[src/rtl/pipe_hazard_ctrl_pkg.sv]
// Shared encodings for the pipeline hazard controller: stall causes,
// mem-wait FSM states and the watchdog counter width.
package pipe_hazard_ctrl_pkg;

   localparam int WAIT_CNT_W = 16;

   typedef enum logic [1:0] {
      CAUSE_NONE     = 2'd0,
      CAUSE_LOAD_USE = 2'd1,
      CAUSE_MEM_WAIT = 2'd2,
      CAUSE_REDIRECT = 2'd3
   } stall_cause_e;

   typedef enum logic {
      MW_IDLE = 1'b0,
      MW_WAIT = 1'b1
   } mem_wait_state_e;

endpackage

[src/rtl/pipe_hazard_ctrl_mem_wait.sv]
// Data-memory wait FSM with a saturating wait counter and a sticky
// timeout flag; the pipe is frozen while an access is outstanding.
module mem_wait_watchdog
   import pipe_hazard_ctrl_pkg::*;
#(
   parameter int unsigned MEM_TIMEOUT = 255
) (
   input  logic clk,
   input  logic rst,
   input  logic mem_req_valid,
   input  logic mem_ready,
   output logic mem_freeze,
   output logic mem_timeout
);

   localparam logic [WAIT_CNT_W-1:0] TIMEOUT_LIM = WAIT_CNT_W'(MEM_TIMEOUT);

   mem_wait_state_e         state_q, state_d;
   logic [WAIT_CNT_W-1:0]   wait_cnt_q;
   logic [WAIT_CNT_W-1:0]   wait_cnt_inc;

   // NOTE: registers use non-blocking assignments so every flop samples
   // the pre-edge values regardless of block ordering.
   always_ff @(posedge clk) begin
      if (rst) state_q <= MW_IDLE;
      else     state_q <= state_d;
   end

   // NOTE: every always_comb output gets a default first, so no path can
   // leave it unassigned and infer a latch.
   always_comb begin
      state_d    = state_q;
      mem_freeze = 1'b0;
      case (state_q)
         MW_IDLE: begin
            if (mem_req_valid && !mem_ready) begin
               state_d    = MW_WAIT;
               mem_freeze = 1'b1;
            end
         end
         MW_WAIT: begin
            if (mem_ready) state_d    = MW_IDLE;
            else           mem_freeze = 1'b1;
         end
         default: state_d = MW_IDLE;
      endcase
   end

   // Saturate rather than wrap so a long hang cannot look like a fresh wait.
   assign wait_cnt_inc = (wait_cnt_q == {WAIT_CNT_W{1'b1}}) ? wait_cnt_q
                                                            : wait_cnt_q + 1'b1;

   // Every non-frozen cycle ends in IDLE, so clearing there covers
   // both the release edge and idle cycles.
   always_ff @(posedge clk) begin
      if (rst) begin
         wait_cnt_q  <= '0;
         mem_timeout <= 1'b0;
      end else begin
         wait_cnt_q <= mem_freeze ? wait_cnt_inc : '0;
         if (mem_freeze && wait_cnt_inc == TIMEOUT_LIM)
            mem_timeout <= 1'b1;
      end
   end

endmodule

[src/rtl/pipe_hazard_ctrl.sv]
// Central pipeline hazard controller: stage enables, flushes and bubbles.
// Optional perf counters are built when HAZARD_PERF_EN is defined.
module pipe_hazard_ctrl
   import pipe_hazard_ctrl_pkg::*;
#(
   parameter int unsigned MEM_TIMEOUT = 255
) (
   input  logic        clk,
   input  logic        rst,
   input  logic [4:0]  id_rs1,
   input  logic [4:0]  id_rs2,
   input  logic        id_rs1_used,
   input  logic        id_rs2_used,
   input  logic [4:0]  ex_reg_file_rd,
   input  logic        ex_data_mem_re,
   input  logic        ex_branch_taken,
   input  logic        trap_flush,
   input  logic        mem_req_valid,
   input  logic        mem_ready,
   output logic        pc_en,
   output logic        if_id_en,
   output logic        id_ex_en,
   output logic        ex_mem_en,
   output logic        mem_wb_en,
   output logic        if_id_flush,
   output logic        ex_mem_flush,
   output logic        id_stall,
   output logic [1:0]  stall_cause,
   output logic        mem_timeout
`ifdef HAZARD_PERF_EN
   ,
   output logic [31:0] perf_stall_cycles,
   output logic [31:0] perf_flush_count
`endif
);

   logic         mem_freeze;
   logic         load_use;
   stall_cause_e cause;

   mem_wait_watchdog #(
      .MEM_TIMEOUT (MEM_TIMEOUT)
   ) u_mem_wait (
      .clk           (clk),
      .rst           (rst),
      .mem_req_valid (mem_req_valid),
      .mem_ready     (mem_ready),
      .mem_freeze    (mem_freeze),
      .mem_timeout   (mem_timeout)
   );

   assign load_use = ex_data_mem_re && (ex_reg_file_rd != 5'd0) &&
                     ((id_rs1_used && id_rs1 == ex_reg_file_rd) ||
                      (id_rs2_used && id_rs2 == ex_reg_file_rd));

   // Priority: reset, mem freeze, trap, branch, load-use, normal.
   always_comb begin
      pc_en        = 1'b1;
      if_id_en     = 1'b1;
      id_ex_en     = 1'b1;
      ex_mem_en    = 1'b1;
      mem_wb_en    = 1'b1;
      if_id_flush  = 1'b0;
      ex_mem_flush = 1'b0;
      id_stall     = 1'b0;
      cause        = CAUSE_NONE;
      if (rst || mem_freeze) begin
         pc_en     = 1'b0;
         if_id_en  = 1'b0;
         id_ex_en  = 1'b0;
         ex_mem_en = 1'b0;
         mem_wb_en = 1'b0;
         if (!rst) cause = CAUSE_MEM_WAIT;
      end else if (trap_flush || ex_branch_taken) begin
         if_id_flush  = 1'b1;
         ex_mem_flush = trap_flush;
         id_stall     = 1'b1;
         cause        = CAUSE_REDIRECT;
      end else if (load_use) begin
         pc_en    = 1'b0;
         if_id_en = 1'b0;
         id_stall = 1'b1;
         cause    = CAUSE_LOAD_USE;
      end
   end

   assign stall_cause = cause;

`ifdef HAZARD_PERF_EN
   always_ff @(posedge clk) begin
      if (rst) begin
         perf_stall_cycles <= '0;
         perf_flush_count  <= '0;
      end else begin
         if (cause == CAUSE_LOAD_USE || cause == CAUSE_MEM_WAIT)
            perf_stall_cycles <= perf_stall_cycles + 32'd1;
         if (cause == CAUSE_REDIRECT)
            perf_flush_count <= perf_flush_count + 32'd1;
      end
   end
`endif

endmodule

[config.mk]
export PLATFORM = sky130hd
export DESIGN_NAME = pipe_hazard_ctrl
export DESIGN_NICKNAME = d
export VERILOG_FILES = /design/src/rtl/pipe_hazard_ctrl_pkg.sv /design/src/rtl/pipe_hazard_ctrl_mem_wait.sv /design/src/rtl/pipe_hazard_ctrl.sv
export SDC_FILE = /design/constraint.sdc
export NUM_CORES = 1
export LEC_CHECK = 0
export BUFFER_PORTS_ARGS = -buffer_cell sky130_fd_sc_hd__buf_2
export CAP_MARGIN = 15
export CORE_MARGIN = 2
export CORE_UTILIZATION = 50
export DETAILED_ROUTE_END_ITERATION = 8
export GPL_ROUTABILITY_DRIVEN = 1
export PLACE_DENSITY = 0.78
export SLEW_MARGIN = 40
export SYNTH_ARGS = -nofsm -noshare
export SYNTH_HDL_FRONTEND = slang
export SYNTH_HIERARCHICAL = 1
export SYNTH_SLANG_ARGS = --single-unit
[constraint.sdc]
create_clock -name clk -period 2.5 [get_ports clk]
set_clock_uncertainty 0.15 [all_clocks]
set_input_delay 0.375 -clock clk [delete_from_list [all_inputs] [get_ports clk]]
set_output_delay 0.375 -clock clk [all_outputs]
set_load 0.01 [all_outputs]
=== Yosys cells after proc, flatten, opt, wreduce, memory -nomap -nowiden ===
Index checks and enable logic that the tools add are counted.
Widths: inputs -> output; s select.

* Bits in registers: 18
* Logic and storage cells: 41
* Input bits: 24

* Reduce and logical (&&, ||, !) cells: 12
* Bitwise gates (word level): 2
* $add $sub $neg: 1
* Eq/ne operators: 4
* Multiplexer cells: 19

{| class="wikitable"
|+ Operators with widths
! cell !! count
|-
| $add 16x1->16 const B || 1
|-
| $eq 16x16->1 const B || 1
|-
| $eq 16x8->1 const B || 1
|-
| $mux 16 || 1
|-
| $mux 1 || 14
|-
| $eq 5x5->1 || 2
|-
| $logic_and 1x1->1 || 6
|-
| $mux 2 || 3
|-
| $reduce_bool 5->1 || 1
|-
| $logic_or 1x1->1 || 3
|-
| $not 1->1 || 2
|-
| $pmux 1 s2 || 1
|-
| $reduce_or 2->1 || 1
|-
| $logic_not 1->1 || 1
|}

=== Longest topological paths before layout ===
Gate-level depths: netlist of run 1.

* Depth after elaboration: 7
* Mapped depth: 9

=== Modules after synthesis ===
The synthesis of run 1 kept the hierarchy.

{| class="wikitable"
|+ Modules (own cells, without submodules)
! module !! seq. area each (um2) !! area each (um2) !! times used !! cells each
|-
| mem_wait_watchdog || 360.3 || 970.9 || 1 || 120
|-
| pipe_hazard_ctrl || 0.0 || 212.7 || 1 || 28
|}

=== Least setup slack after synthesis of run 1 ===
OpenSTA, ideal clock, no wires.

* Kind: register -> register
* Start point: register u_mem_wait.wait_cnt_q[0]
* End point: register u_mem_wait.mem_timeout
* Arrival: 1994 ps
* Stages on the path, launching flop included: 10
* Data required time: 2263 ps
* Path buffers: 2
* Clock period less this slack: 2231 ps
* Slack: 269 ps
* Cell sequence: dfxtp_1 ha_1 buf_2 nand4_1 or4_4 buf_6 nand3_2 xnor2_1 o211ai_1 o31ai_1

* Cells in the longest elaborated chain, start to end: 4
* Elaborated cells between the ends (all ways): 5
* Those cells by class: 1 x add/sub; 2 x eq/ne; 1 x mux; 1 x reduce/logical

{| class="wikitable"
|+ RTL lines
! item !! RTL line !! source
|-
| from (decl) || pipe_hazard_ctrl_mem_wait.sv:19 || <nowiki>logic [WAIT_CNT_W-1:0] wait_cnt_q;</nowiki>
|-
| from (signal assigned) || pipe_hazard_ctrl_mem_wait.sv:60 || <nowiki>wait_cnt_q <= mem_freeze ? wait_cnt_inc : '0;</nowiki>
|-
| $add 16x1->16 or $eq 16x16->1 (tied branches) || pipe_hazard_ctrl_mem_wait.sv:51, pipe_hazard_ctrl_mem_wait.sv:50 ||
|-
| $mux 16 (*) || pipe_hazard_ctrl_mem_wait.sv:50 || <nowiki>assign wait_cnt_inc = (wait_cnt_q == {WAIT_CNT_W{1'b1}}) ? wait_cnt_q</nowiki>
|-
| $eq 16x8->1 (*) || pipe_hazard_ctrl_mem_wait.sv:61 || <nowiki>if (mem_freeze && wait_cnt_inc == TIMEOUT_LIM)</nowiki>
|-
| $logic_and 1x1->1 (*) || pipe_hazard_ctrl_mem_wait.sv:61 ||
|-
| to (signal assigned) || pipe_hazard_ctrl_mem_wait.sv:58 || <nowiki>mem_timeout <= 1'b0;</nowiki>
|-
| to (signal assigned) || pipe_hazard_ctrl_mem_wait.sv:62 || <nowiki>mem_timeout <= 1'b1;</nowiki>
|-
| to (decl) || pipe_hazard_ctrl_mem_wait.sv:13 || <nowiki>output logic mem_timeout</nowiki>
|}

Every way passes the cells marked *; elsewhere a longest branch is shown, timed or not.
A chain may end at the register's enable or synchronous reset.

=== Worst setup path in the final report of run 1 ===
Same ends and word-level chain as after synthesis.

==> results of run 1 <==
-- routing by layer --
layer | share of wire | vias up | wire, um | global-route usage
li1 | - | 589 | - | -
met1 | 0.43 | 541 | 1170 | 0.226
met2 | 0.47 | 57 | 1270 | 0.381
met3 | 0.083 | 5 | 226 | 0.0400
met4 | 0.020 | 0 | 55 | 0.141
met5 | 0 | - | 0 | 0
-- tightest hold or removal path: cells and delay by family --
family | cells | cell delay (ps)
and+or+nand+nor | 2 | 200
buffers and inverters | 1 | 90
-- stage by stage --
stage / hold slack [ps] / setup WS, ps / power (mW) / cells / util
2_1_floorplan: 341 / 269 / 0.338 / 148 / -
3_3_place_gp: 300 / 311 / 0.371 / 203 / 0.603
3_5_place_dp: 299 / 281 / 0.374 / 203 / 0.603
4_1_cts: 241 / 270 / 0.556 / 207 / 0.619
5_1_grt: 281 / 75.3 / 0.574 / 207 / 0.619
6_report: 250 / 265 / 0.550 / 207 / 0.619
-- power groups by stage --
stage	clock network, mW	logic (mW)	registers (mW)
final	0.183	0.0775	0.290
after global routing	0.197	0.0868	0.290
after CTS	0.188	0.0782	0.290
after detailed placement	0	0.0772	0.296
after global placement	0	0.0747	0.296
after floorplan	0	0.0418	0.296
-- worst min path at each step --
stage,startpoint,cells past startpoint,end
after floorplan,u_mem_wait/mem_timeout,2,u_mem_wait/mem_timeout
after global placement,u_mem_wait/mem_timeout,2,u_mem_wait/mem_timeout
after detailed placement,u_mem_wait/mem_timeout,2,u_mem_wait/mem_timeout
after CTS,mem_ready,3,u_mem_wait/wait_cnt_q[7]
after global routing,mem_ready,3,u_mem_wait/wait_cnt_q[7]
final,mem_ready,3,u_mem_wait/wait_cnt_q[7]
-- sequential cells by signal (all words and copies together), names as in the netlist --
signal                  flops
u_mem_wait/wait_cnt_q      16
u_mem_wait/state_q          1
u_mem_wait/mem_timeout      1
-- placed cells by master, fill, tap and decap left out, drive strengths merged, types with 6 or more instances in the layout --
master and n:
nand2 8, nand4 7, buf 37, a31oi 6
xnor2 7, nor2 22, o21ai 8, nand3 6
xor2 15, dfxtp 18
-- cells by family after synthesis --
| group | after synthesis | synth area share |
|---|---|---|
| flip-flops | 18 | 0.304 |
| adder cells (fa/ha/maj) | 1 | 0.0106 |
| AND/OR/NAND/NOR | 64 | 0.288 |
| XOR/XNOR | 22 | 0.163 |
| AO/OA/AOI/OAI | 28 | 0.159 |
| multiplexers | 1 | 0.00846 |
| buffers and inverters | 14 | 0.0676 |
-- layout make-up --
type	count	area, sq um
Sequential cell	18	360
Clock buffer	4	36.3
Multi-Input combinational cell	116	743
Inverter	4	15.0
Fill cell	218	851
Timing Repair Buffer	37	193
Tap cell	28	35.0
==> impl_metrics.ini, run 1 <==
[pwr]
p_sw_uw = 136
leakage_nw = 0.542
seq_power_share = 0.527
power_frac_comb = 0.141
ir_drop_uv = 284
intPower_uw = 414
p_clk_frac = 0.332
switching_share = 0.247
power_density_mw_per_mm2 = 398

[critical_path]
critPathMaxFanout = 10
path_cells = ha_1 > nand4_1 > or4_4 > nand3_2 > xnor2_1 > o211ai_1 > o31ai_1
rr_worst_depth = 7
cp.arrival_ps = 2310
cp-endpoint = u_mem_wait/mem_timeout
cpLargestDelayFamily = simple AND/OR/NAND/NOR gates
reg2reg_slack_ps = 260
slowest_delay_ps = 640
r2r_start = u_mem_wait/wait_cnt_q[0]
setup.worst_path.start_class = register
crit_required_ps = 2580
path_class = reg2reg
critical_path_depth = 7
endpoint_kind = register
worstReg2RegEnd = u_mem_wait/mem_timeout
cpMaxStageDelayCell = or4_4
critPathBufInv = 0
critical_path.startpoint = u_mem_wait/wait_cnt_q[0]

[grt]
antenna_found_initial = 0
track_usage = 0.214
grt_max_degree = 13
grt_overflow = 0
grt_first_pass_wirelength_mm = 4.37
grt_pass1_vias = 1076

[yosys]
synth_top_area_frac = 0.304
postSynthAreaPerCell_sq_um = 8.00
netlist_area_sq_mm = 0.00118
ys_seq_elements = 18
ys_seq_area_frac = 0.304
synth_most_common_cell = nor2_1
synth_common_cells = nor2_1, dfxtp_1, xor2_1
synthFlopType = dfxtp_1
syn_nets = 173
netlist_instances = 148
synth_edf_count = 0
netlist_top_cells_area = dfxtp_1, xor2_1, nor2_1
ys_types = 40
ys_warn_count = 6
async_flop_share = 0
synth_area_leader_cell = dfxtp_1

[clock_network]
ctsHoldBuffers = 0
cts.repair.resized = 0
clock_latency_ps = 310
cts_tree = built
root_buffer = clkbuf_4
postCtsSetupBuffers = 0
numCtsBuffers = 3
cts.sinks = 18
clk_path_buf_depth = 2
htreeDepth = 1
clk_pin_slew_worst_paths_ps = 100

[drt]
via_count = 1192
drt-initial-drc-count = 20
drt-total-wl_mm = 2.72
postRouteAntennaNets = 0
first_pass_iters = 4
drc = 0
wl_per_cell_um = 13.1
vias_per_cell = 5.76

[sta]
fin_crit_ps = 2240
worst_pin_slew_ps = 399
relSlewSlack = 0.732
fmax_ghz = 0.447
final_max_slew_viol_count = 0
finalSetupViolCount = 0
post-route-period-util = 0.894
grt_setup_unrepaired = false
finalHoldViolCount = 0
fin_tns_setup_ps = 0

[job]
maxCapViolCount = 0

[floorplan]
start_util = 0.530
rows = 17
die_h_um = 52.7
die_x_um = 52.7
die_area_sq_mm = 0.00277
core_area_sq_mm = 0.00223
io_pins = 35

[placed_design]
gp_congestion = 0.878
port_buffers = 34
place_area_sq_mm = 0.00135
hpwl_mm = 2.07

[final_layout]
syn_to_final_growth_pct = 16.8
n_antenna_cell = 0
fin_area_sq_mm = 0.00138
fin_nets = 205
drive_gt1_frac = 0.257

[status]
run_status = completed

[min_path]
hold_class = in2reg
Power figures use the tool's default switching activity.
==> run 2, diff against run 1 <==
--- a/config.mk
+++ b/config.mk
@@ -15,5 +15,4 @@
 export SLEW_MARGIN = 40
 export SYNTH_ARGS = -nofsm -noshare
 export SYNTH_HDL_FRONTEND = slang
-export SYNTH_HIERARCHICAL = 1
 export SYNTH_SLANG_ARGS = --single-unit
==> impl_metrics.ini, run 2 <==
[status]
run_status = completed

[clock_network]
ctsHoldBuffers = 0
postCtsSetupBuffers = 0
clk_path_buf_depth = 2
clock_latency_ps = 300
cts.sinks = 18
cts.repair.resized = 0
root_buffer = clkbuf_4
htreeDepth = 1
numCtsBuffers = 3
cts_tree = built
clk_pin_slew_worst_paths_ps = 100

[critical_path]
cpLargestDelayFamily = simple AND/OR/NAND/NOR gates
cp.arrival_ps = 2450
critPathMaxFanout = 5
critPathBufInv = 0
path_cells = nand4_4 > or4_4 > mux2_4 > or4b_1 > o32ai_1
path_class = reg2reg
cpMaxStageDelayCell = or4_4
reg2reg_slack_ps = 100
endpoint_kind = register
slowest_delay_ps = 540
setup.worst_path.start_class = register
crit_required_ps = 2560

[yosys]
synthFlopType = dfxtp_1
synth_edf_count = 0
ys_warn_count = 0
synth_top_area_frac = 0.324
syn_nets = 151
netlist_area_sq_mm = 0.00111
postSynthAreaPerCell_sq_um = 8.84
synth_most_common_cell = dfxtp_1
ys_types = 42
synth_common_cells = dfxtp_1, nor2_1, xor2_1
async_flop_share = 0
netlist_top_cells_area = dfxtp_1, xor2_1, nor2_1
synth_area_leader_cell = dfxtp_1
netlist_instances = 126
ys_seq_elements = 18
ys_seq_area_frac = 0.324

[grt]
track_usage = 0.217
grt_pass1_vias = 1017
grt_first_pass_wirelength_mm = 4.16
grt_max_degree = 14
antenna_found_initial = 0
grt_overflow = 0

[min_path]
hold_class = in2reg

[placed_design]
post-place-ws_ps = 108
port_buffers = 34
gp_congestion = 0.886
place_area_sq_mm = 0.00133
hpwl_mm = 2.03

[sta]
setup_ws_ps = 105
final_max_slew_viol_count = 0
relSlewSlack = 0.730
fin_tns_setup_ps = 0
fin_hold_ws_ps = 165
finalHoldViolCount = 0
finalSetupViolCount = 0
worst_pin_slew_ps = 402
fin_crit_ps = 2400
post-route-period-util = 0.958
grt_setup_unrepaired = false
fmax_ghz = 0.417

[final_layout]
final_cell_mix = buf_2, dfxtp_1, nor2_1
post-route-util = 0.635
ff_latch_area_sq_um = 362
syn_to_final_growth_pct = 22.6
multi_input_area_sq_um = 719
fin_area_sq_mm = 0.00137
final_common_cell = buf_2
largestRegisters = u_mem_wait.wait_cnt_q (16), u_mem_wait.mem_timeout (1), u_mem_wait.state_q (1)
drive_gt1_frac = 0.329
top_register = u_mem_wait.wait_cnt_q
n_antenna_cell = 0
fin_nets = 191
largest_register_ff_count = 16
fillers = 177

[floorplan]
die_h_um = 51.2
die_area_sq_mm = 0.00262
io_pins = 35
start_util = 0.518
die_x_um = 51.2
rows = 17
core_area_sq_mm = 0.00215

[drt]
drt-total-wl_mm = 2.58
wl_per_cell_um = 13.5
vias_per_cell = 5.56
via_count = 1068
drc = 0
first_pass_iters = 4
drt-initial-drc-count = 39
postRouteAntennaNets = 0

[pwr]
leakage_nw = 0.586
ir_drop_uv = 525
power_density_mw_per_mm2 = 370

[job]
maxCapViolCount = 0
==> run 2: changes by cell type after synthesis, sizes merged, moves of 3 or more <==
cell   change
buf        -4
and3       +3
xor2       -4
o21a       +3
nor2       -6
o21ai      -6
a31oi      -3
nand2      -4
==> run 2: area by class of cell <==
type	count	area share
Multi-Input combinational cell	99	0.527
Sequential cell	18	0.265
Timing Repair Buffer	39	0.152
Tap cell	28	0.0257
Clock buffer	3	0.0165
Inverter	5	0.0137
==> run 2: per-layer routing <==
metal	GRT usage	part of all wire	vias to the layer above
li1	-	-	543
met1	0.231	0.42	482
met2	0.403	0.49	35
met3	0.0234	0.060	8
met4	0.135	0.033	0
met5	0	0	-
==> run 2: where the power goes <==
group	switching [mW]	internal [mW]	total [mW]
Sequential	0.00186	0.288	0.290
Combinational	0.0364	0.0345	0.0709
Clock	0.0884	0.0563	0.145
Total	0.127	0.379	0.506
==> run 2: path summary, 6_finish.rpt <==
| kind | from | end | cells past startpoint |
|---|---|---|---|
| worst max-delay path | u_mem_wait.wait_cnt_q[8] | u_mem_wait.mem_timeout | 5 |
| worst min register to register | u_mem_wait.mem_timeout | u_mem_wait.mem_timeout | 2 |
| worst min-delay path | rst | u_mem_wait.mem_timeout | 2 |
| worst max register to register | u_mem_wait.wait_cnt_q[8] | u_mem_wait.mem_timeout | 5 |
==> run 2: worst register-to-register path: cells and delay by family, from the launching register on <==
family           cells  cell delay, ps
AO/OA/AOI/OAI        1             230
flip-flops           1             450
multiplexers         1             300
AND/OR/NAND/NOR      3            1170
==> run 2: kinds of logic (layout without fill, tap and decap cells) <==
family,Yosys count,count (layout),share of synthesized area
AOI/OAI and AO/OA,21,21,0.135
xor gates and xnor gates,17,17,0.134
adders and majority gates,1,1,0.0112
buffers and inverters,9,47,0.0404
DFF,18,18,0.324
muxes,3,3,0.0315
and+or+nand+nor,57,57,0.325
==> run 2: per-stage QoR <==
stage / power [mW] / instances
finish: 0.506 / 192
global route: 0.522 / 192
CTS: 0.509 / 192
detailed placement: 0.368 / 189
global placement: 0.365 / 189
floorplan: 0.334 / 126
==> run 3, diff against run 2 <==
--- a/config.mk
+++ b/config.mk
@@ -5,13 +5,14 @@
 export SDC_FILE = /design/constraint.sdc
 export NUM_CORES = 1
 export LEC_CHECK = 0
+export ABC_AREA = 1
 export BUFFER_PORTS_ARGS = -buffer_cell sky130_fd_sc_hd__buf_2
 export CAP_MARGIN = 15
 export CORE_MARGIN = 2
 export CORE_UTILIZATION = 50
 export DETAILED_ROUTE_END_ITERATION = 8
 export GPL_ROUTABILITY_DRIVEN = 1
-export PLACE_DENSITY = 0.78
+export PLACE_DENSITY = 0.77
 export SLEW_MARGIN = 40
 export SYNTH_ARGS = -nofsm -noshare
 export SYNTH_HDL_FRONTEND = slang
==> impl_metrics.ini, run 3 <==
[status]
run_status = completed

[yosys]
syn_nets = 223
synth_common_cells = nand2_1, inv_1, nor2_1
netlist_area_sq_mm = 0.00127
ys_seq_area_frac = 0.284
ys_warn_count = 0
ys_types = 31
netlist_instances = 198
synth_most_common_cell = nand2_1
synthFlopType = dfxtp_1
synth_edf_count = 0
postSynthAreaPerCell_sq_um = 6.40
synth_area_leader_cell = dfxtp_1
async_flop_share = 0
ys_seq_elements = 18
netlist_top_cells_area = dfxtp_1, nand2_1, inv_1
synth_top_area_frac = 0.284

[critical_path]
critical_path.startpoint = u_mem_wait.state_q
path_class = reg2out
cpMaxStageDelayCell = nor2_1
critPathMaxFanout = 7
endpoint_kind = output port
slowest_delay_ps = 320
path_cells = nor2_1 > nor2_1 > nor2_1 > o21ai_0 > o21ai_0 > buf_2
cp.arrival_ps = 1650
crit_required_ps = 1980
setup.worst_path.start_class = register
cp_common_cell = nor2_1
r2r_start = u_mem_wait.wait_cnt_q[1]

[final_layout]
largestRegisters = u_mem_wait.wait_cnt_q (16), u_mem_wait.mem_timeout (1), u_mem_wait.state_q (1)
drive_gt1_frac = 0.233
ff_latch_area_sq_um = 360
fin_nets = 259
largest_register_ff_count = 16
n_antenna_cell = 0
multi_input_area_sq_um = 766
final_cell_mix = nand2_1, buf_2, inv_1
top_register = u_mem_wait.wait_cnt_q
syn_to_final_growth_pct = 16.1
final_common_cell = nand2_1
fin_area_sq_mm = 0.00147
fillers = 245
fin_cells = 262

[sta]
finalHoldViolCount = 0
fin_crit_ps = 2180
worst_pin_slew_ps = 459
grt_setup_unrepaired = false
relSlewSlack = 0.691
fin_tns_setup_ps = 0
post-route-period-util = 0.870
fmax_ghz = 0.460
final_max_slew_viol_count = 0
finalSetupViolCount = 0

[pwr]
ir_drop_uv = 259
leakage_nw = 0.686
power_density_mw_per_mm2 = 355

[drt]
postRouteAntennaNets = 0
drt-initial-drc-count = 33
drt-total-wl_mm = 2.92
vias_per_cell = 5.10
wl_per_cell_um = 11.1
via_count = 1336
first_pass_iters = 4
drc = 0

[floorplan]
io_pins = 35
die_h_um = 54.4
start_util = 0.521
core_area_sq_mm = 0.00243
rows = 18
die_area_sq_mm = 0.00295
die_x_um = 54.4

[grt]
grt_pass1_vias = 1189
grt_overflow = 0
track_usage = 0.216
grt_first_pass_wirelength_mm = 4.69
antenna_found_initial = 0
grt_max_degree = 15

[clock_network]
cts.sinks = 18
clock_latency_ps = 290
postCtsSetupBuffers = 0
root_buffer = clkbuf_4
clk_path_buf_depth = 2
clk_pin_slew_worst_paths_ps = 100
cts.repair.resized = 0
ctsHoldBuffers = 0
htreeDepth = 1
numCtsBuffers = 3
cts_tree = built

[placed_design]
hpwl_mm = 2.33
place_area_sq_mm = 0.00145
port_buffers = 34
place_inst = 259
gp_congestion = 0.920

[min_path]
hold_class = in2reg
hold_start = rst

[job]
maxCapViolCount = 0
-- run 3: through the flow --
step	total power, mW	util	worst slack, ps	hold slack (ps)
2_1_floorplan	0.351	-	502	287
3_3_place_gp	0.387	0.596	481	304
3_5_place_dp	0.388	0.596	418	306
4_1_cts	0.527	0.605	303	114
5_1_grt	0.547	0.605	131	123
6_report	0.522	0.605	325	119
-- run 3: cell families (layout without fill, tap and decap cells) --
logic type	Yosys count	after routing	synth area share
buf+inv	32	66	0.112
compound gates	29	29	0.132
fa+ha+maj	1	1	0.00987
xor+xnor	7	7	0.0484
simple gates	111	111	0.414
flops	18	18	0.284
-- run 3: where the power goes --
part           internal (mW)  total [mW]  switching (mW)  leakage, nW
Clock                 0.0560       0.141          0.0852       0.0138
Combinational         0.0394      0.0878          0.0484        0.527
Sequential             0.290       0.293         0.00280        0.146
Total                  0.386       0.522           0.136        0.686
-- run 3: path summary, 6_finish.rpt --
check        slack, ps  cells after the start                      to
min reg2reg        320                      2  u_mem_wait.mem_timeout
max reg2reg        520                     11  u_mem_wait.mem_timeout
max                320                      6          stall_cause[0]
min                120                      2  u_mem_wait.mem_timeout
-- run 3: cell type report --
class	count	share of cell area
Clock buffer	3	0.0153
Inverter	28	0.0731
Multi-Input combinational cell	148	0.520
Sequential cell	18	0.245
Tap cell	30	0.0255
Timing Repair Buffer	35	0.121
-- run 3: critical path, delay by kind of cell, from the launching register on --
kind | cells | cell delay [ps]
flip-flops | 1 | 310
AO/OA/AOI/OAI | 2 | 430
buffers and inverters | 1 | 160
AND/OR/NAND/NOR | 3 | 450
-- run 3: routing by layer --
layer | up-vias | track usage | wire (um)
met2 | 40 | 0.402 | 1450
met4 | 0 | 0.0708 | 35
met1 | 584 | 0.246 | 1320
li1 | 708 | - | -
met5 | - | 0 | 0
met3 | 4 | 0.0355 | 111
